`src/rtl/ahb_pkg.sv`:
```
// ---------------------------------------------------------------------------
// ahb_pkg
// Shared AHB-Lite encodings for every initiator and responder on the SoC bus
// (cpu_core, ahb_dma_engine, slaves).
//   htrans_e       : HTRANS transfer type encodings
//   HSIZE_WORD     : 32-bit transfer size
//   HBURST_SINGLE  : single (non-burst) transfer
//   HPROT_DEFAULT  : data access, privileged, non-bufferable, non-cacheable
//   word_align()   : clears the byte-offset bits of a byte address
// ---------------------------------------------------------------------------
package ahb_pkg;

  typedef enum logic [1:0] {
    HTRANS_IDLE   = 2'b00,
    HTRANS_BUSY   = 2'b01,
    HTRANS_NONSEQ = 2'b10,
    HTRANS_SEQ    = 2'b11
  } htrans_e;

  localparam logic [2:0] HSIZE_WORD    = 3'b010;
  localparam logic [2:0] HBURST_SINGLE = 3'b000;
  localparam logic [3:0] HPROT_DEFAULT = 4'b0011;

  function automatic logic [31:0] word_align(input logic [31:0] addr);
    return addr & 32'hFFFF_FFFC;
  endfunction

endpackage

```
`src/rtl/ahb_dma_engine.sv`:
```
// ---------------------------------------------------------------------------
// ahb_dma_engine
// Word-copy DMA engine, AHB-Lite initiator. Accepts one copy command at a
// time and moves it with single non-pipelined read/write transfers
// (read word, write word, repeat).
// Ports:
//   clk, resetn              clock, asynchronous active-low reset
//   cmd_valid / cmd_ready    command handshake (ready only while idle)
//   cmd_src, cmd_dst         byte addresses, low two bits ignored
//   cmd_len                  number of 32-bit words (0 = no bus activity)
//   busy                     command in progress (complement of cmd_ready)
//   done, err                one-cycle completion pulse, err valid with it
//   ahb_*_o                  AHB-Lite initiator address/control/write data
//   ahb_hready_i/hresp_i/hrdata_i  responder returns
// ---------------------------------------------------------------------------
module ahb_dma_engine
  import ahb_pkg::*;
#(
  parameter int LEN_W = 16
) (
  input  logic             clk,
  input  logic             resetn,
  input  logic             cmd_valid,
  output logic             cmd_ready,
  input  logic [31:0]      cmd_src,
  input  logic [31:0]      cmd_dst,
  input  logic [LEN_W-1:0] cmd_len,
  output logic             busy,
  output logic             done,
  output logic             err,
  output logic [31:0]      ahb_haddr_o,
  output logic             ahb_hwrite_o,
  output logic [2:0]       ahb_hsize_o,
  output logic [2:0]       ahb_hburst_o,
  output logic [3:0]       ahb_hprot_o,
  output logic [1:0]       ahb_htrans_o,
  output logic             ahb_hmastlock_o,
  output logic [31:0]      ahb_hwdata_o,
  input  logic             ahb_hready_i,
  input  logic             ahb_hresp_i,
  input  logic [31:0]      ahb_hrdata_i
);

  typedef enum logic [2:0] {
    S_IDLE,
    S_RD_ADDR,
    S_RD_DATA,
    S_WR_ADDR,
    S_WR_DATA,
    S_FINISH
  } state_e;

  state_e           state_q;
  logic [31:0]      src_q;
  logic [31:0]      dst_q;
  logic [LEN_W-1:0] len_q;
  logic [31:0]      data_q;
  logic [31:0]      haddr_q;
  htrans_e          htrans_q;
  logic             hwrite_q;
  logic             busy_q;
  logic             done_q;
  logic             err_q;

  // All bus and status outputs are updated together with the state so that
  // they change only on the clock edge that moves the FSM.
  always_ff @(posedge clk or negedge resetn) begin
    if (!resetn) begin
      state_q  <= S_IDLE;
      src_q    <= '0;
      dst_q    <= '0;
      len_q    <= '0;
      data_q   <= '0;
      haddr_q  <= '0;
      htrans_q <= HTRANS_IDLE;
      hwrite_q <= 1'b0;
      busy_q   <= 1'b0;
      done_q   <= 1'b0;
      err_q    <= 1'b0;
    end else begin
      done_q <= 1'b0;
      case (state_q)
        S_IDLE: begin
          if (cmd_valid) begin
            src_q  <= word_align(cmd_src);
            dst_q  <= word_align(cmd_dst);
            len_q  <= cmd_len;
            err_q  <= 1'b0;
            busy_q <= 1'b1;
            if (cmd_len == '0) begin
              state_q <= S_FINISH;
              done_q  <= 1'b1;
            end else begin
              state_q  <= S_RD_ADDR;
              haddr_q  <= word_align(cmd_src);
              htrans_q <= HTRANS_NONSEQ;
              hwrite_q <= 1'b0;
            end
          end
        end
        S_RD_ADDR: begin
          if (ahb_hready_i) begin
            state_q  <= S_RD_DATA;
            htrans_q <= HTRANS_IDLE;
          end
        end
        S_RD_DATA: begin
          // hresp is only meaningful on the completing (hready=1) cycle; the
          // first cycle of a two-cycle error simply stalls here.
          if (ahb_hready_i) begin
            if (ahb_hresp_i) begin
              err_q   <= 1'b1;
              done_q  <= 1'b1;
              state_q <= S_FINISH;
            end else begin
              data_q   <= ahb_hrdata_i;
              state_q  <= S_WR_ADDR;
              haddr_q  <= dst_q;
              htrans_q <= HTRANS_NONSEQ;
              hwrite_q <= 1'b1;
            end
          end
        end
        S_WR_ADDR: begin
          if (ahb_hready_i) begin
            state_q  <= S_WR_DATA;
            htrans_q <= HTRANS_IDLE;
          end
        end
        S_WR_DATA: begin
          if (ahb_hready_i) begin
            if (ahb_hresp_i) begin
              err_q   <= 1'b1;
              done_q  <= 1'b1;
              state_q <= S_FINISH;
            end else begin
              // Addresses wrap naturally in 32-bit arithmetic.
              src_q <= src_q + 32'd4;
              dst_q <= dst_q + 32'd4;
              len_q <= len_q - LEN_W'(1);
              if (len_q == LEN_W'(1)) begin
                done_q  <= 1'b1;
                state_q <= S_FINISH;
              end else begin
                state_q  <= S_RD_ADDR;
                haddr_q  <= src_q + 32'd4;
                htrans_q <= HTRANS_NONSEQ;
                hwrite_q <= 1'b0;
              end
            end
          end
        end
        S_FINISH: begin
          state_q <= S_IDLE;
          busy_q  <= 1'b0;
        end
        default: state_q <= S_IDLE;
      endcase
    end
  end

  assign cmd_ready       = ~busy_q;
  assign busy            = busy_q;
  assign done            = done_q;
  // Sticky until the next command is accepted; qualify with done.
  assign err             = err_q;
  assign ahb_haddr_o     = haddr_q;
  assign ahb_hwrite_o    = hwrite_q;
  assign ahb_htrans_o    = htrans_q;
  // The buffer is only loaded at the end of a read, so it is stable across
  // the whole write address and data phase.
  assign ahb_hwdata_o    = data_q;
  assign ahb_hsize_o     = HSIZE_WORD;
  assign ahb_hburst_o    = HBURST_SINGLE;
  assign ahb_hprot_o     = HPROT_DEFAULT;
  assign ahb_hmastlock_o = 1'b0;

endmodule

```
`config.mk`:
```
export PLATFORM = sky130hd
export DESIGN_NAME = ahb_dma_engine
export DESIGN_NICKNAME = d
export VERILOG_FILES = /design/src/rtl/ahb_pkg.sv /design/src/rtl/ahb_dma_engine.sv
export SDC_FILE = /design/constraint.sdc
export NUM_CORES = 1
export LEC_CHECK = 0
export CAP_MARGIN = 20
export CORE_MARGIN = 4
export CORE_UTILIZATION = 32
export CTS_CLUSTER_SIZE = 12
export DETAILED_ROUTE_END_ITERATION = 8
export GPL_TIMING_DRIVEN = 0
export HOLD_SLACK_MARGIN = 0.06
export PLACE_DENSITY = 0.6
export SYNTH_ARGS = -nofsm -noshare
export SYNTH_HDL_FRONTEND = slang
export SYNTH_SLANG_ARGS = --single-unit
```
`constraint.sdc`:
```
create_clock -name clk -period 5.8 [get_ports clk]
set_input_delay 1.45 -clock clk [delete_from_list [all_inputs] [get_ports clk]]
set_output_delay 1.45 -clock clk [all_outputs]
set_load 0.02 [all_outputs]
```
== Word level (Yosys, flattened, before mapping) ==
Cells that the tools add are included.
Operators by class
  reductions and logical operators: 16
  $mul: 0
  mux-type cells: 61
  equal/unequal tests: 18
  shift-type cells: 0
  $lt $le $gt $ge: 0
  bitwise logic cells: 2
  divide/modulo/power cells: 0
  add/sub/neg operators: 3
Operator list (number)
  $mux 32: 13
  $pmux 32 s2: 2
  $pmux 32 s3: 1
  $add 32x3->32 const B: 2
  $mux 16: 3
  $pmux 16 s2: 1
  $mux 3: 9
  $mux 1: 18
  $ne 2x2->1 const B: 9
  $eq 16x1->1 const B: 1
  $logic_not 16->1: 1
  $mux 2: 8
  $sub 16x1->16 const B: 1
  $pmux 3 s5: 1
  $reduce_and 9->1: 1
  $pmux 2 s4: 1
  $reduce_and 4->1: 2
  $reduce_and 8->1: 1
  $eq 3x2->1 const B: 2
  $eq 3x3->1 const B: 2
  $ne 2x1->1 const B: 3
  $pmux 1 s3: 2
  $reduce_bool 2->1: 3
  $reduce_and 5->1: 1
  other kinds (9): 12
Storage, ports and cells
  memories kept: 0
  bits in latches: 0
  logic and storage cells: 111
  output and inout bits: 82
  memory bits (writable): 0
  bits in read-only memories: 0
  input port bits: 117
  register bits after elaboration: 153

== Depth between registers and ports, before layout ==
  depth after elaboration: 5
  gate-level depth with buffers: 9
  mapped depth without buffers: 7

== Worst setup path before layout ==
Ideal clock, no wire load.
  path kind: input to register
  from: input cmd_len[1]
  to: register haddr_q[10] (netlist: ahb_haddr_o[10])
  stages on the path: 7
  required time: 5.675 ns
  arrival: 3.020 ns
  path slack: 2.655 ns
  path buffers: 2
  setup time: 0.125 ns
  path through: or4_4 > nor2_4 > nand4_4 > and3_1 > buf_6 > buf_8 > mux2_4
On the way
  longest elaborated chain between the ends: 3
Ends and longest elaborated chain
  start, declared: RTL line ahb_dma_engine.sv:27  | input logic [LEN_W-1:0] cmd_len,
  $logic_not 16->1: RTL line ahb_dma_engine.sv:90  | if (cmd_len == '0) begin
  $ne 2x2->1 (no line)
  $reduce_and 8->1 (no line)
  end signal, assigned: RTL line ahb_dma_engine.sv:95  | haddr_q <= word_align(cmd_src);
  end signal, assigned: RTL line ahb_dma_engine.sv:118  | haddr_q <= dst_q;
  end signal, assigned: RTL line ahb_dma_engine.sv:146  | haddr_q <= src_q + 32'd4;
  end, declared: RTL line ahb_dma_engine.sv:58  | logic [31:0] haddr_q;
Every way passes these cells.
A chain may end at the register's enable or synchronous reset.

== Final worst setup path ==
  from: input ahb_hresp_i
  to: register src_q[25]
On the way
  longest elaborated chain between the ends: 2
Ends and longest elaborated chain
  start, declared: RTL line ahb_dma_engine.sv:40  | input logic ahb_hresp_i,
  $ne 2x2->1 (no line)
  $reduce_and 4->1 (no line)
  end signal, assigned: RTL line ahb_dma_engine.sv:85  | src_q <= word_align(cmd_src);
  end signal, assigned: RTL line ahb_dma_engine.sv:138  | src_q <= src_q + 32'd4;
  end, declared: RTL line ahb_dma_engine.sv:54  | logic [31:0] src_q;
Every way passes these cells.

==> results by group <==
Floorplanning
  – Starting Density: 0.328
  – Die area: 29700 sq um
  – Num ports: 199
  – Die Ht: 172 microns
  – CORE AREA: 26400 sq um
  – # rows: 59
  – Die Wd: 172 microns

Logic synthesis
  – Post-synth EDFFs: 0
  – Distinct cell type count after synthesis: 70
  – Main synth FF type: dfrtp_1
  – Ranking of synthesized cells by area: dfrtp_1 (43%), a21oi_1 (5.1%), mux2_2 (3.1%), nand2_1 (3.0%), o21ai_0 (3.0%)
  – Synth Register Bits: 147
  – Ys Warns: 0
  – Post-synthesis sequential area ratio: 0.425
  – Post-synth top area cell: dfrtp_1
  – Post-Syn Area: 8650 sq um
  – Mapped Avg Cell Area: 9.02 sq um
  – Synth Instances: 960
  – Ys async rst share: 1.00
  – Share of the synthesized area in the top cell type: 0.425

STA
  – Min setup slack post-route: 2.19 ns
  – Crit path time final: 3.61 ns
  – Slew Limit Fails: 0
  – Final setup vio count: 0
  – Final Hold Viols: 0
  – RSZ-0062 raised after global routing: no
  – Worst Skew: 0.00777 ns
  – Max Clock Freq: 0.277 GHz
  – Normalized max-slew margin: 0.364
  – Final period util: 0.622
  – Worst slew pin tran: 0.947 ns

Route
  – Post-DR vias/cell: 5.92
  – # DRC: 0
  – Routed Antenna Nets: 0
  – Routed len/inst: 23.3 microns
  – Drt pass-1 iters: 6
  – Number of DRC markers in iteration 0: 1201
  – DR vias: 8991
  – Final WL: 35.4 mm

Finish
  – Fillers: 2553
  – Ant diodes: 0
  – Total Nets Final: 1294
  – Final core utilization: 0.442
  – Area grow syn2layout: 34.5%
  – Design area: 11600 sq um
  – Share of post-route cells with drive strength above 1: 0.0987

GRT
  – Initial antenna violation count: 0
  – First-pass GRT wire length: 52.2 mm
  – Vias in the first global route: 8399
  – Pin count of the biggest net entering global routing: 87
  – GRT overflow: 0
  – GRT Total Usage: 0.233

Clocking
  – Worst-Skew Late Latency: 0.44 ns
  – Post-CTS sizing: 0
  – CTS root buffer: clkbuf_16
  – # H-tree levels: 4
  – Cts hold-fix bufs: 0
  – Clock slew at reported path FFs: 0.06 ns
  – Num Clock Sinks: 147
  – CTS tree: done
  – Postcts setup bufs: 0
  – Clock Tree Buf Depth: 2
  – Cts bufs inserted: 17

Worst setup path
  – Crit Path Class: input pin to flip-flop
  – Most used cell, CP: clkbuf_1
  – Critical Path Max Stage Delay: 0.66 ns
  – Critical path, cell by cell: clkdlybuf4s50_1 -> nand3b_1 -> a21oi_1 -> clkbuf_1 -> clkbuf_1 -> a2bb2oi_1
  – CP endpoint kind: flip-flop
  – CP Launch Type: input pin
  – CP top delay family: buffers and inverters
  – Data arrival, critical path: 3.88 ns
  – CP Buf/Inv Count: 3
  – Slowest cell on the critical path: clkbuf_1
  – Crit path max fanout: 10
  – CP required: 6.08 ns

Placement
  – DP Area: 11000 sq um
  – Pre-CTS setup slack: 1.80 ns
  – PortBufs: 182
  – GPL Wtd Cong: 0.950
  – Final HPWL DP: 25.9 mm

Outcome
  – Status: complete, no violations

Flow run
  – Maxcap violations: 0

Power
  – Leakage: 4.56 nW
  – Maximum VDD drop: 220 uV
  – PwrDens: 559 nW/um^2

Hold path
  – Hold Crit Class: flip-flop to flip-flop
[placed cells by master, fill, tap and decap left out, types with 25 or more instances in the layout]
master / instances
clkdlybuf4s50_1: 181
dfrtp_1: 147
a21oi_1: 88
nand2_1: 70
nor2_1: 61
clkbuf_1: 53
o21ai_0: 52
nand3_1: 48
a31oi_1: 33
nor3_1: 25
[sequential cells by signal, indices dropped and copies added (netlist names)]
name	count
ahb_hwdata_o	32
ahb_haddr_o	31
dst_q	30
src_q	30
len_q	16
state_q	3
ahb_htrans_o	1
ahb_hwrite_o	1
busy	1
done	1
err	1
[worst register-to-register path, cell delays in order (launching register included)]
cell and delay [ns]:
dfrtp_1 0.47, ha_1 0.31, nand4_1 0.42, nor4_1 0.84, and4_1 0.33, mux2i_1 0.27, a41oi_1 0.14
[layout make-up]
class / count / area [sq um] / area share
clock buffers: 18 / 439 / 0.0377
flip-flops and latches: 147 / 3680 / 0.316
inverters: 19 / 71.3 / 0.00613
repair buffers: 184 / 1860 / 0.160
multi-input cells: 712 / 4500 / 0.387
plain buffers: 92 / 442 / 0.0379
clock inverters: 13 / 233 / 0.0200
well taps: 335 / 419 / 0.0360
[metrics by stage]
| step | cells | power (mW) | hold WS, ns | setup TNS, ns |
|---|---|---|---|---|
| global placement | 1487 | 5.13 | 0.458 | -475.28 |
| CTS | 1519 | 6.47 | 0.481 | 0 |
| finish | 1520 | 6.51 | 0.478 | 0 |
| detailed placement | 1488 | 5.17 | 0.466 | 0 |
| global route | 1520 | 6.87 | 0.487 | 0 |
| floorplan | 970 | 3.83 | 0.480 | 0 |
[cells by family (layout without fill, tap and decap cells)]
| family | after synthesis | in the layout | share of synthesized area |
|---|---|---|---|
| adder cells (fa/ha/maj) | 4 | 4 | 0.00578 |
| flip-flops | 147 | 147 | 0.425 |
| buffers and inverters | 111 | 326 | 0.0593 |
| XOR/XNOR | 14 | 14 | 0.0142 |
| multiplexers | 52 | 52 | 0.0729 |
| AND/OR/NAND/NOR | 314 | 314 | 0.191 |
| AO/OA/AOI/OAI | 316 | 316 | 0.231 |
| other | 2 | 12 | 0.000868 |
[worst paths after layout]
check	endpoint	slack [ns]	cells after the start	startpoint
max in group asynchronous	len_q[6]	4.03	2	resetn
hold / removal	ahb_htrans_o[1]	0.48	1	ahb_htrans_o[1]
setup / recovery	src_q[25]	2.19	6	ahb_hresp_i
setup reg to reg	ahb_haddr_o[28]	2.87	6	src_q[2]
min in group asynchronous	ahb_hwdata_o[14]	0.94	1	resetn
hold reg to reg	ahb_htrans_o[1]	0.48	1	ahb_htrans_o[1]
[Yosys cell counts, types with 10 or more instances]
library cell    n
nand2_1        70
nor2_1         61
dfrtp_1       147
nor3_1         25
a31oi_1        33
o21ai_1        14
mux2_4         13
nand3_1        48
nor4_1         19
mux2_2         24
buf_4          13
a2bb2oi_1      11
inv_1          19
o22ai_1        22
a21oi_1        88
and3_1         17
mux2_1         12
o22a_1         13
xnor2_1        10
o21ai_0        52
buf_2          16
and4_1         12
a22oi_1        24
a41oi_1        11
nand4_1        24
clkbuf_1       53
[metal layers]
layer	track usage	routed length, microns
met5	0	0
met4	0.0810	1140
met3	0.0622	4090
met2	0.354	15500
met1	0.320	14600
[report_power, final]
part,internal [mW],leakage (nW),switching (mW)
combinational,1.36,2.52,1.85
sequential,1.53,1.71,0.483
clock,0.817,0.326,0.471
total,3.71,4.56,2.80
(Power assumes the default switching activity.)
